[src/rtl/fetch_pkg.sv]
// fetch_pkg: shared types and constants for the instruction fetch unit.
//   fetch_entry_t  : buffered {instruction, address} pair (default address width)
//   RESET_VECTOR   : PC value after reset
//   PC_READ_OFFSET : offset added to the head address for the architectural PC read
package fetch_pkg;

    localparam int FETCH_ADDR_W = 32;

    localparam logic [31:0] RESET_VECTOR   = 32'h0000_0000;
    localparam logic [31:0] PC_READ_OFFSET = 32'd8;

    typedef struct packed {
        logic [31:0]             instruction;
        logic [FETCH_ADDR_W-1:0] address;
    } fetch_entry_t;

endpackage

[src/rtl/fetch_fifo.sv]
// fetch_fifo: DEPTH-entry in-order buffer of fetched {instruction, address} entries.
// Ports:
//   clock, reset   : rising-edge clock, asynchronous active-high reset
//   flush          : synchronous clear of all entries (wins over push/pop)
//   push/push_entry: append an entry (allowed when full if pop is also set)
//   pop            : retire the head entry
//   head/head_valid: head entry straight from the storage registers
//   count          : number of valid entries (0..DEPTH)
module fetch_fifo
    import fetch_pkg::*;
#(
    parameter int  DEPTH   = 2,
    parameter type ENTRY_T = fetch_entry_t,
    localparam int CNT_W   = $clog2(DEPTH + 1)
) (
    input  logic             clock,
    input  logic             reset,
    input  logic             flush,
    input  logic             push,
    input  ENTRY_T           push_entry,
    input  logic             pop,
    output ENTRY_T           head,
    output logic             head_valid,
    output logic [CNT_W-1:0] count
);

    localparam int PTR_W = (DEPTH > 1) ? $clog2(DEPTH) : 1;

    ENTRY_T           mem [DEPTH];
    logic [PTR_W-1:0] wr_ptr;
    logic [PTR_W-1:0] rd_ptr;
    logic             do_push;
    logic             do_pop;

    function automatic logic [PTR_W-1:0] ptr_next(input logic [PTR_W-1:0] p);
        return (p == PTR_W'(DEPTH - 1)) ? '0 : p + PTR_W'(1);
    endfunction

    assign do_pop  = pop && (count != '0);
    // A push into a full buffer is legal only when the head leaves in the same cycle.
    assign do_push = push && ((count != CNT_W'(DEPTH)) || do_pop);

    always_ff @(posedge clock or posedge reset) begin
        if (reset) begin
            wr_ptr <= '0;
            rd_ptr <= '0;
            count  <= '0;
            for (int i = 0; i < DEPTH; i++) begin
                mem[i] <= '0;
            end
        end else if (flush) begin
            wr_ptr <= '0;
            rd_ptr <= '0;
            count  <= '0;
        end else begin
            if (do_push) begin
                mem[wr_ptr] <= push_entry;
                wr_ptr      <= ptr_next(wr_ptr);
            end
            if (do_pop) begin
                rd_ptr <= ptr_next(rd_ptr);
            end
            case ({do_push, do_pop})
                2'b10:   count <= count + CNT_W'(1);
                2'b01:   count <= count - CNT_W'(1);
                default: count <= count;
            endcase
        end
    end

    assign head       = mem[rd_ptr];
    assign head_valid = (count != '0);

endmodule

[src/rtl/instruction_fetch.sv]
// instruction_fetch: PC generation, request issue and response buffering for the
// instruction memory, with branch redirect and squashing of in-flight fetches.
// Ports:
//   clock, reset                  : rising-edge clock, asynchronous active-high reset
//   imem_address, imem_request    : word-aligned fetch request (accepted with imem_grant)
//   imem_grant                    : memory accepts the request this cycle
//   imem_valid, imem_rdata        : in-order read response
//   branch_taken, branch_target   : redirect to branch_target (low two bits ignored)
//   stall                         : consumer not ready
//   instruction, instruction_valid: head of the fetch buffer
//   pc_plus_8                     : head address + 8
// Optional build macro FETCH_PERF_COUNTERS_EN adds fetch_count and squash_count outputs.
module instruction_fetch
    import fetch_pkg::*;
#(
    parameter int DEPTH  = 2,
    parameter int ADDR_W = 32
) (
    input  logic              clock,
    input  logic              reset,
    output logic [ADDR_W-1:0] imem_address,
    output logic              imem_request,
    input  logic              imem_grant,
    input  logic              imem_valid,
    input  logic [31:0]       imem_rdata,
    input  logic              branch_taken,
    input  logic [ADDR_W-1:0] branch_target,
    input  logic              stall,
    output logic [31:0]       instruction,
    output logic              instruction_valid,
    output logic [ADDR_W-1:0] pc_plus_8
`ifdef FETCH_PERF_COUNTERS_EN
    ,
    output logic [31:0]       fetch_count,
    output logic [31:0]       squash_count
`endif
);

    localparam int CNT_W = $clog2(DEPTH + 1);
    localparam int PTR_W = (DEPTH > 1) ? $clog2(DEPTH) : 1;
    localparam logic [CNT_W:0] SLOTS = (CNT_W + 1)'(DEPTH);

    typedef struct packed {
        logic [31:0]       instruction;
        logic [ADDR_W-1:0] address;
    } entry_t;

    logic [ADDR_W-1:0] pc;
    logic [CNT_W-1:0]  outstanding;
    logic [CNT_W-1:0]  squash;
    logic [CNT_W-1:0]  fifo_count;
    logic [ADDR_W-1:0] req_addr [DEPTH];
    logic [PTR_W-1:0]  req_wr;
    logic [PTR_W-1:0]  req_rd;
    logic              accepted;
    logic              response;
    logic              dropped;
    logic              push;
    logic              pop;
    logic              head_valid;
    entry_t            head;
    entry_t            push_entry;

    function automatic logic [PTR_W-1:0] ptr_next(input logic [PTR_W-1:0] p);
        return (p == PTR_W'(DEPTH - 1)) ? '0 : p + PTR_W'(1);
    endfunction

    // Every request reserves a buffer slot, so a response can always be pushed.
    assign imem_request = !reset && !branch_taken &&
                          (({1'b0, outstanding} + {1'b0, fifo_count}) < SLOTS);
    assign imem_address = pc;

    assign accepted = imem_request && imem_grant;
    // A response with nothing outstanding (e.g. one that was in flight across reset) is ignored.
    assign response = imem_valid && (outstanding != '0);
    // Words fetched before a redirect are stale: those already counted in squash, and the
    // one arriving in the redirect cycle itself.
    assign dropped  = response && ((squash != '0) || branch_taken);
    assign push     = response && !dropped;
    assign pop      = head_valid && !stall && !branch_taken;

    assign push_entry.instruction = imem_rdata;
    assign push_entry.address     = req_addr[req_rd];

    always_ff @(posedge clock or posedge reset) begin
        if (reset) begin
            pc          <= ADDR_W'(RESET_VECTOR);
            outstanding <= '0;
            squash      <= '0;
            req_wr      <= '0;
            req_rd      <= '0;
        end else begin
            if (branch_taken) begin
                pc <= branch_target & ~ADDR_W'(3);
            end else if (accepted) begin
                pc <= pc + ADDR_W'(4);
            end

            case ({accepted, response})
                2'b10:   outstanding <= outstanding + CNT_W'(1);
                2'b01:   outstanding <= outstanding - CNT_W'(1);
                default: outstanding <= outstanding;
            endcase

            if (branch_taken) begin
                squash <= outstanding - CNT_W'(response);
            end else if (response && (squash != '0)) begin
                squash <= squash - CNT_W'(1);
            end

            // The address queue advances for every response, squashed or not, so it
            // stays aligned with the in-order response stream across redirects.
            if (accepted) begin
                req_wr <= ptr_next(req_wr);
            end
            if (response) begin
                req_rd <= ptr_next(req_rd);
            end
        end
    end

    always_ff @(posedge clock) begin
        if (accepted) begin
            req_addr[req_wr] <= pc;
        end
    end

    fetch_fifo #(
        .DEPTH   (DEPTH),
        .ENTRY_T (entry_t)
    ) u_fifo (
        .clock      (clock),
        .reset      (reset),
        .flush      (branch_taken),
        .push       (push),
        .push_entry (push_entry),
        .pop        (pop),
        .head       (head),
        .head_valid (head_valid),
        .count      (fifo_count)
    );

    assign instruction       = head.instruction;
    assign instruction_valid = head_valid;
    assign pc_plus_8         = head.address + ADDR_W'(PC_READ_OFFSET);

`ifdef FETCH_PERF_COUNTERS_EN
    always_ff @(posedge clock or posedge reset) begin
        if (reset) begin
            fetch_count  <= '0;
            squash_count <= '0;
        end else begin
            if (push) begin
                fetch_count <= fetch_count + 32'd1;
            end
            squash_count <= squash_count + 32'(dropped) +
                            (branch_taken ? 32'(fifo_count) : 32'd0);
        end
    end
`endif

`ifndef SYNTHESIS
    // Responses still in flight when reset hit may land during the first DEPTH cycles
    // after release; those are dropped silently. Later orphan responses are errors.
    logic [CNT_W-1:0] grace;

    always_ff @(posedge clock or posedge reset) begin
        if (reset) begin
            grace <= CNT_W'(DEPTH);
        end else if (grace != '0) begin
            grace <= grace - CNT_W'(1);
        end
    end

    orphan_response: assert property (@(posedge clock) disable iff (reset)
        imem_valid |-> ((outstanding != '0) || (grace != '0)));
`endif

endmodule

[config.mk]
export PLATFORM = sky130hd
export DESIGN_NAME = instruction_fetch
export DESIGN_NICKNAME = d
export VERILOG_FILES = /design/src/rtl/fetch_pkg.sv /design/src/rtl/fetch_fifo.sv /design/src/rtl/instruction_fetch.sv
export SDC_FILE = /design/constraint.sdc
export NUM_CORES = 1
export LEC_CHECK = 0
export ABC_AREA = 1
export BUFFER_PORTS_ARGS = -buffer_cell sky130_fd_sc_hd__buf_2
export CAP_MARGIN = 20
export CORE_MARGIN = 2
export CORE_UTILIZATION = 30
export DETAILED_ROUTE_END_ITERATION = 7
export PLACE_DENSITY = 0.46
export RECOVER_POWER = 100
export SLEW_MARGIN = 20
export SYNTH_ARGS = -nofsm -noshare
export SYNTH_HDL_FRONTEND = slang
export SYNTH_SLANG_ARGS = --single-unit
export TNS_END_PERCENT = 50
[constraint.sdc]
create_clock -name clock -period 4.3 [get_ports clock]
set_input_delay 0.215 -clock clock [delete_from_list [all_inputs] [get_ports clock]]
set_output_delay 0.215 -clock clock [all_outputs]
set_load 0.02 [all_outputs]
==> flow_summary.json, run 1 <==
{
  "status": "finished with violations",
  "violations": "capacitance limit, slew limit",
  "hold_path.class": "in2reg",
  "rsz0062_at_grt": "no",
  "diodes": 0,
  "finalPower_w": 0.00828,
  "antenna_found_initial": 0,
  "cts_resized": 0,
  "wl_um": 31700,
  "fp.dieH_um": 199,
  "h-tree-depth": 1,
  "fin_crit_sh_pct": 81.4,
  "synth.distinct_cells": 34,
  "area.growth.synth_to_final_pct": 21.8,
  "grt_max_degree": 166,
  "end_kind": "output port",
  "avgViaCountPerCell": 4.39,
  "path_cells": "nand2_1 > o21ai_2 > ha_1 > nand3_1 > nor2_1 > nand2_1 > xnor2_1 > clkbuf_1",
  "layout_common_cells": "nand2_1, dfrtp_1, inv_1, o21ai_0, clkbuf_1",
  "critPathRequiredTime_ns": 4.09,
  "drtIter0Drc": 487,
  "dp_slack_ns": 1.39,
  "port_buffers": 161,
  "tritoncts": "done",
  "cts_root_buffer": "clkbuf_16",
  "die-area_um2": 39600,
  "max_stage_delay_ns": 0.92,
  "slew_headroom_pct": -61.7,
  "synthesis.area_um2": 11400,
  "worst_path_max_delay_cell": "dfrtp_2",
  "fin_skew_ns": 0.0135,
  "crit_path_start_kind": "register",
  "routedWlPerCell_um": 14.2,
  "yosys_warnings": 0,
  "hpwlAfterDp_um": 21100,
  "setup_viol": 0,
  "nets": 1780,
  "clkTransAtPathRegs_ns": 0.05,
  "cp_data_arrival_time_ns": 3.28,
  "fmax_ghz": 0.286,
  "fin_hold_ws_ns": 0.0168,
  "clock_sinks": 224,
  "period_needed_ns": 3.50,
  "drcViolationCount": 0,
  "insertion_delay_ns": 0.53,
  "slew_viol_final": 166,
  "grt_use_total_pct": 16.2,
  "grt-ovfl-total": 0,
  "final_hold_viol_count": 0,
  "top_level_ports": 168,
  "ys_top_cells_by_area": "dfrtp_1, nand2_1, edfxtp_1",
  "synth_top_area_cell": "dfrtp_1",
  "cts_made_buffers": 27,
  "grt_pass1_wl_um": 50800,
  "worstMarginPinSlew_ns": 2.43,
  "drt.antenna.violating_nets": 0,
  "crit_fanout": 40,
  "rows": 71,
  "drt-pass1-iter-count": 5,
  "cellPowerDensity_nw_per_um2": 596,
  "path_class": "reg2out",
  "drive_gt1_share_pct": 8.99,
  "tns_ns": 0,
  "gp_congestion": 0.830,
  "start_util_pct": 30.3,
  "yosys_register_bits": 224,
  "num_vias": 9813,
  "yosysSeqAreaShare_pct": 51.8,
  "cp_num_buf_inv": 1,
  "nFillCells": 4079,
  "crit_path_frequent_cell": "nand2_1",
  "drv_cap": 1,
  "critical_path.top_delay_family": "flip-flops",
  "die_w_um": 199,
  "post_synth.cell_area_avg_um2": 7.62,
  "core_um2": 37600,
  "leakagePower_nw": 6.72,
  "synthCells": 1496,
  "vdd_drop_max_mv": 0.256,
  "layout_commonest_cell": "nand2_1",
  "grt_pass1_vias": 9387,
  "cts.path.max_buffers": 3,
  "setup_ws_ns": 0.801,
  "synth_top_area_share_pct": 36.0
}
## metal layers
layer,vias up,wire (um),global-route usage [%]
met5,-,0,0
met4,0,537,3.57
met3,34,1590,2.27
met2,202,14100,26.1
met1,4554,15500,23.1
li1,5023,-,-
## Yosys cell counts
cell and n:
ha_1 5, or2_2 2, inv_1 133, clkbuf_1 20
buf_6 9, nand2_1 731, xnor2_1 7, inv_2 6
nand2_2 11, edfxtp_1 60, nor2_1 90, o221ai_1 1
conb_1 1, a21oi_1 1, nand3_1 55, o21bai_1 4
buf_1 3, fa_1 1, xor2_1 22, nor3_1 3
o21ai_1 34, clkinv_4 1, nor2_2 12, o21ai_0 72
clkbuf_2 1, buf_4 7, nand4_2 1, nor2_4 1
nand3_2 4, nand4_1 2, o211ai_1 7, buf_2 20
dfrtp_1 164, o21ai_2 5
## report_power, final
group	switching, W	internal, W
clock network	0.000879	0.00128
logic	0.00208	0.000848
registers	0.000418	0.00277
## worst reg2reg max path, cell delays in order (launching register included)
cell and delay [ns]:
dfrtp_1 0.43, o21ai_0 0.20, inv_1 0.22, nand4_1 1.00
clkbuf_2 0.98, o21ai_0 0.45
## kinds of logic after synthesis
logic type | count (synthesis) | share of synthesized area [%]
AO/OA/AOI/OAI | 124 | 5.88
XOR/XNOR | 29 | 2.23
adder cells (fa/ha/maj) | 6 | 0.725
buffers and inverters | 200 | 7.68
flip-flops | 224 | 51.8
other | 1 | 0.0329
AND/OR/NAND/NOR | 912 | 31.6
## final cells by class
cell class / count / area [um^2] / share of cell area [%]
Timing Repair Buffer: 236 / 1380 / 9.92
Inverter: 140 / 532 / 3.83
Clock buffer: 44 / 811 / 5.84
Tap cell: 511 / 639 / 4.61
Clock inverter: 5 / 28.8 / 0.207
Multi-Input combinational cell: 1075 / 4590 / 33.0
Sequential cell: 224 / 5910 / 42.5
## worst paths after layout
check	start	slack, ns	depth (start not counted)	endpoint
max	u_fifo.rd_ptr$_DFFE_PP0P_	0.80	8	pc_plus_8[17]
min	branch_target[12]	0.02	4	imem_address[12]$_DFFE_PP0P_
max reg2reg	outstanding[0]$_DFFE_PP0P_	0.92	5	u_fifo.mem[62]$_DFFE_PP0P_
min reg2reg	u_fifo.mem[90]$_DFFE_PP0P_	0.47	2	u_fifo.mem[90]$_DFFE_PP0P_
max in group asynchronous	reset	2.03	3	u_fifo.rd_ptr$_DFFE_PP0P_
min in group asynchronous	reset	0.53	3	imem_address[7]$_DFFE_PP0P_
## through the flow
step           std cells  utilization [%]  area (um^2)
2_1_floorplan       1499                -        11400
3_3_place_gp        2126             33.7        12700
3_5_place_dp        2126             33.7        12700
4_1_cts             2235             37.5        14100
5_1_grt             2235             36.9        13900
6_report            2235             36.9        13900
## flip-flops by register name, summed over array words and instances, names as in the netlist
name	cells
u_fifo.wr_ptr	1
outstanding	2
u_fifo.mem	124
req_wr	1
imem_address	30
req_rd	1
squash	2
u_fifo.rd_ptr	1
u_fifo.count	2
req_addr	60
## repair_timing
item / CTS / global route
endpoints found under the hold margin: 92 / 0
hold buffers: 60 / 0
buffers inserted: 0 / 0
Note: power is estimated with default switching activity, not from simulation.
==> run 2, diff against run 1 <==
ABC_AREA = 0   (was 1)
clock period = 3.05 ns   (was 4.3 ns; I/O delays follow)
==> flow_summary.json, run 2 <==
{
  "status": "finished with violations",
  "violations": "capacitance limit, slew limit",
  "worstMarginPinSlew_ns": 1.57,
  "top_level_ports": 168,
  "layout_commonest_cell": "dfrtp_1",
  "ys_top_cells_by_area": "dfrtp_1, edfxtp_1, mux2_2",
  "period_needed_ns": 3.03,
  "core_um2": 34700,
  "grt_pass1_wl_um": 42000,
  "yosys_warnings": 0,
  "cts_made_buffers": 26,
  "tritoncts": "done",
  "cellPowerDensity_nw_per_um2": 825,
  "rsz0062_at_grt": "yes",
  "insertion_delay_ns": 0.54,
  "r2r-start": "squash[0]$_DFFE_PP0P_",
  "hp-start": "imem_valid",
  "synth_top_family_by_area": "multiplexers",
  "wl_um": 26100,
  "synthCells": 888,
  "final_hold_viol_count": 0,
  "fin_skew_ns": 0.0147,
  "synthesis.area_um2": 10600,
  "synth-simple-area-share_pct": 11.7,
  "yosysSeqAreaShare_pct": 55.6,
  "drt.antenna.violating_nets": 0,
  "routedWlPerCell_um": 16.3,
  "hold_path.class": "in2reg",
  "synth-xor-area-share_pct": 3.30,
  "synth_mux_area_share_pct": 16.0,
  "leakagePower_nw": 5.75,
  "drcViolationCount": 0,
  "post_synth.cell_area_avg_um2": 12.0,
  "grt_use_total_pct": 14.2,
  "die_w_um": 192,
  "largest_register_ff_count": 124,
  "yosys_register_bits": 224,
  "cts.path.max_buffers": 3,
  "dp_slack_ns": 0.379,
  "place_inst": 1478,
  "synth_compound_area_share_pct": 9.43,
  "vdd_drop_max_mv": 0.374,
  "critPathRequiredTime_ns": 2.90,
  "slew_viol_final": 35,
  "area.growth.synth_to_final_pct": 28.8,
  "drv_cap": 1,
  "crit_fanout": 8,
  "synth_edf_count": 60,
  "cp_data_arrival_time_ns": 2.87,
  "cts_root_buffer": "clkbuf_16",
  "hpwlAfterDp_um": 17600,
  "fin_crit_sh_pct": 99.2,
  "setup_viol": 0,
  "synth.distinct_cells": 66,
  "rows": 68,
  "nets": 1208,
  "setup_ws_ns": 0.0242,
  "antenna_found_initial": 0,
  "placed_cell_area_um2": 12000,
  "path_class": "reg2out",
  "slew_headroom_pct": -5.29,
  "h-tree-depth": 1,
  "grt_max_degree": 66,
  "startpoint": "u_fifo.rd_ptr$_DFFE_PP0P_",
  "drive_gt1_share_pct": 29.3,
  "synth_commonest_cells": "dfrtp_1, mux2_2, nand2_1",
  "synth_top_area_share_pct": 38.6,
  "end_kind": "output port",
  "port_buffers": 161,
  "start_util_pct": 30.6,
  "top_register": "u_fifo.mem",
  "gp_congestion": 0.746,
  "synthAdderAreaFrac_pct": 0.778,
  "avgViaCountPerCell": 4.75,
  "final_cell_area_um2": 13700,
  "fp.dieH_um": 192,
  "die-area_um2": 36900,
  "layout_common_cells": "dfrtp_1, buf_2, mux2_2, nand2_1",
  "crit_path_start_kind": "register",
  "clkTransAtPathRegs_ns": 0.06,
  "fmax_ghz": 0.330,
  "num_vias": 7628,
  "reg2reg_slack_ns": 0.14,
  "synthArstFlopShare_pct": 73.2,
  "grt-ovfl-total": 0,
  "diodes": 0,
  "drt-pass1-iter-count": 4,
  "ys.flop_type": "dfrtp_1",
  "finalNonFillerCells": 1606,
  "synth.most_common_cell": "dfrtp_1",
  "drtIter0Drc": 289,
  "synth_top_area_cell": "dfrtp_1",
  "grt_pass1_vias": 7498,
  "clock_sinks": 224
}
run 2: cell type report:
class | count | area (um^2)
timing repair buffer | 264 | 1810
clock buffer | 32 | 683
sequential | 224 | 5910
clock inverter | 15 | 158
fill | 3446 | 21000
inverter | 13 | 50.0
multi-input combinational | 603 | 4500
tap | 455 | 569
run 2: stage by stage:
stage / util (%) / power [W] / hold WS [ns] / TNS, ns
after floorplan: - / 0.00695 / 0.264 / -21.23
after global placement: 34.5 / 0.00814 / 0.370 / 0
final: 39.4 / 0.0113 / 0.0237 / 0
after detailed placement: 34.5 / 0.00818 / 0.371 / 0
after global routing: 39.4 / 0.0120 / 0.0276 / -1.87
after CTS: 39.1 / 0.0114 / 0.0151 / -0.0171
run 2: metal layers:
| metal | GRT usage [%] | wire (um) | vias to the layer above |
|---|---|---|---|
| met4 | 4.93 | 682 | 0 |
| met1 | 20.4 | 12800 | 3696 |
| li1 | - | - | 3737 |
| met2 | 21.9 | 11700 | 153 |
| met3 | 1.97 | 928 | 42 |
| met5 | 0 | 0 | - |
run 2: cells by family after synthesis:
kind of cell	after synthesis
AO/OA/AOI/OAI	154
XOR/XNOR	40
adder cells (fa/ha/maj)	6
buffers and inverters	64
flip-flops	224
multiplexers	157
other	1
AND/OR/NAND/NOR	242
run 2: critical path, stage by stage (launching register included):
cell and delay, ns:
dfrtp_4 0.55, buf_12 0.17, nand4b_1 0.19, a221o_2 0.45
buf_12 0.15, or2_4 0.26, a2111oi_4 0.20, xnor2_1 0.17
buf_4 0.17
run 2: worst paths after layout:
kind	cells past startpoint	end
min in group asynchronous	3	u_fifo.count[0]$_DFFE_PP0P_
setup / recovery	8	pc_plus_8[29]
hold reg to reg	2	u_fifo.mem[2]$_DFFE_PP0P_
setup reg to reg	7	u_fifo.mem[58]$_DFFE_PP0P_
hold / removal	3	req_rd$_DFFE_PP0P_
max in group asynchronous	4	u_fifo.mem[24]$_DFFE_PP0P_
run 2: power breakdown:
group	switching (W)	total, W	internal, W	leakage, nW
Combinational	0.00217	0.00385	0.00168	2.72
Clock	0.00127	0.00304	0.00177	0.402
Sequential	0.000598	0.00441	0.00381	2.63
run 2: repair_timing:
action / 4_1_cts / 5_1_grt
resized for setup: 11 / 19
pin swaps: 2 / 8
hold endpoints to repair: 130 / 0
gates cloned: 0 / 1
endpoints found under the setup margin: 10 / 8
buffers inserted: 4 / 10
hold buffers: 66 / 0
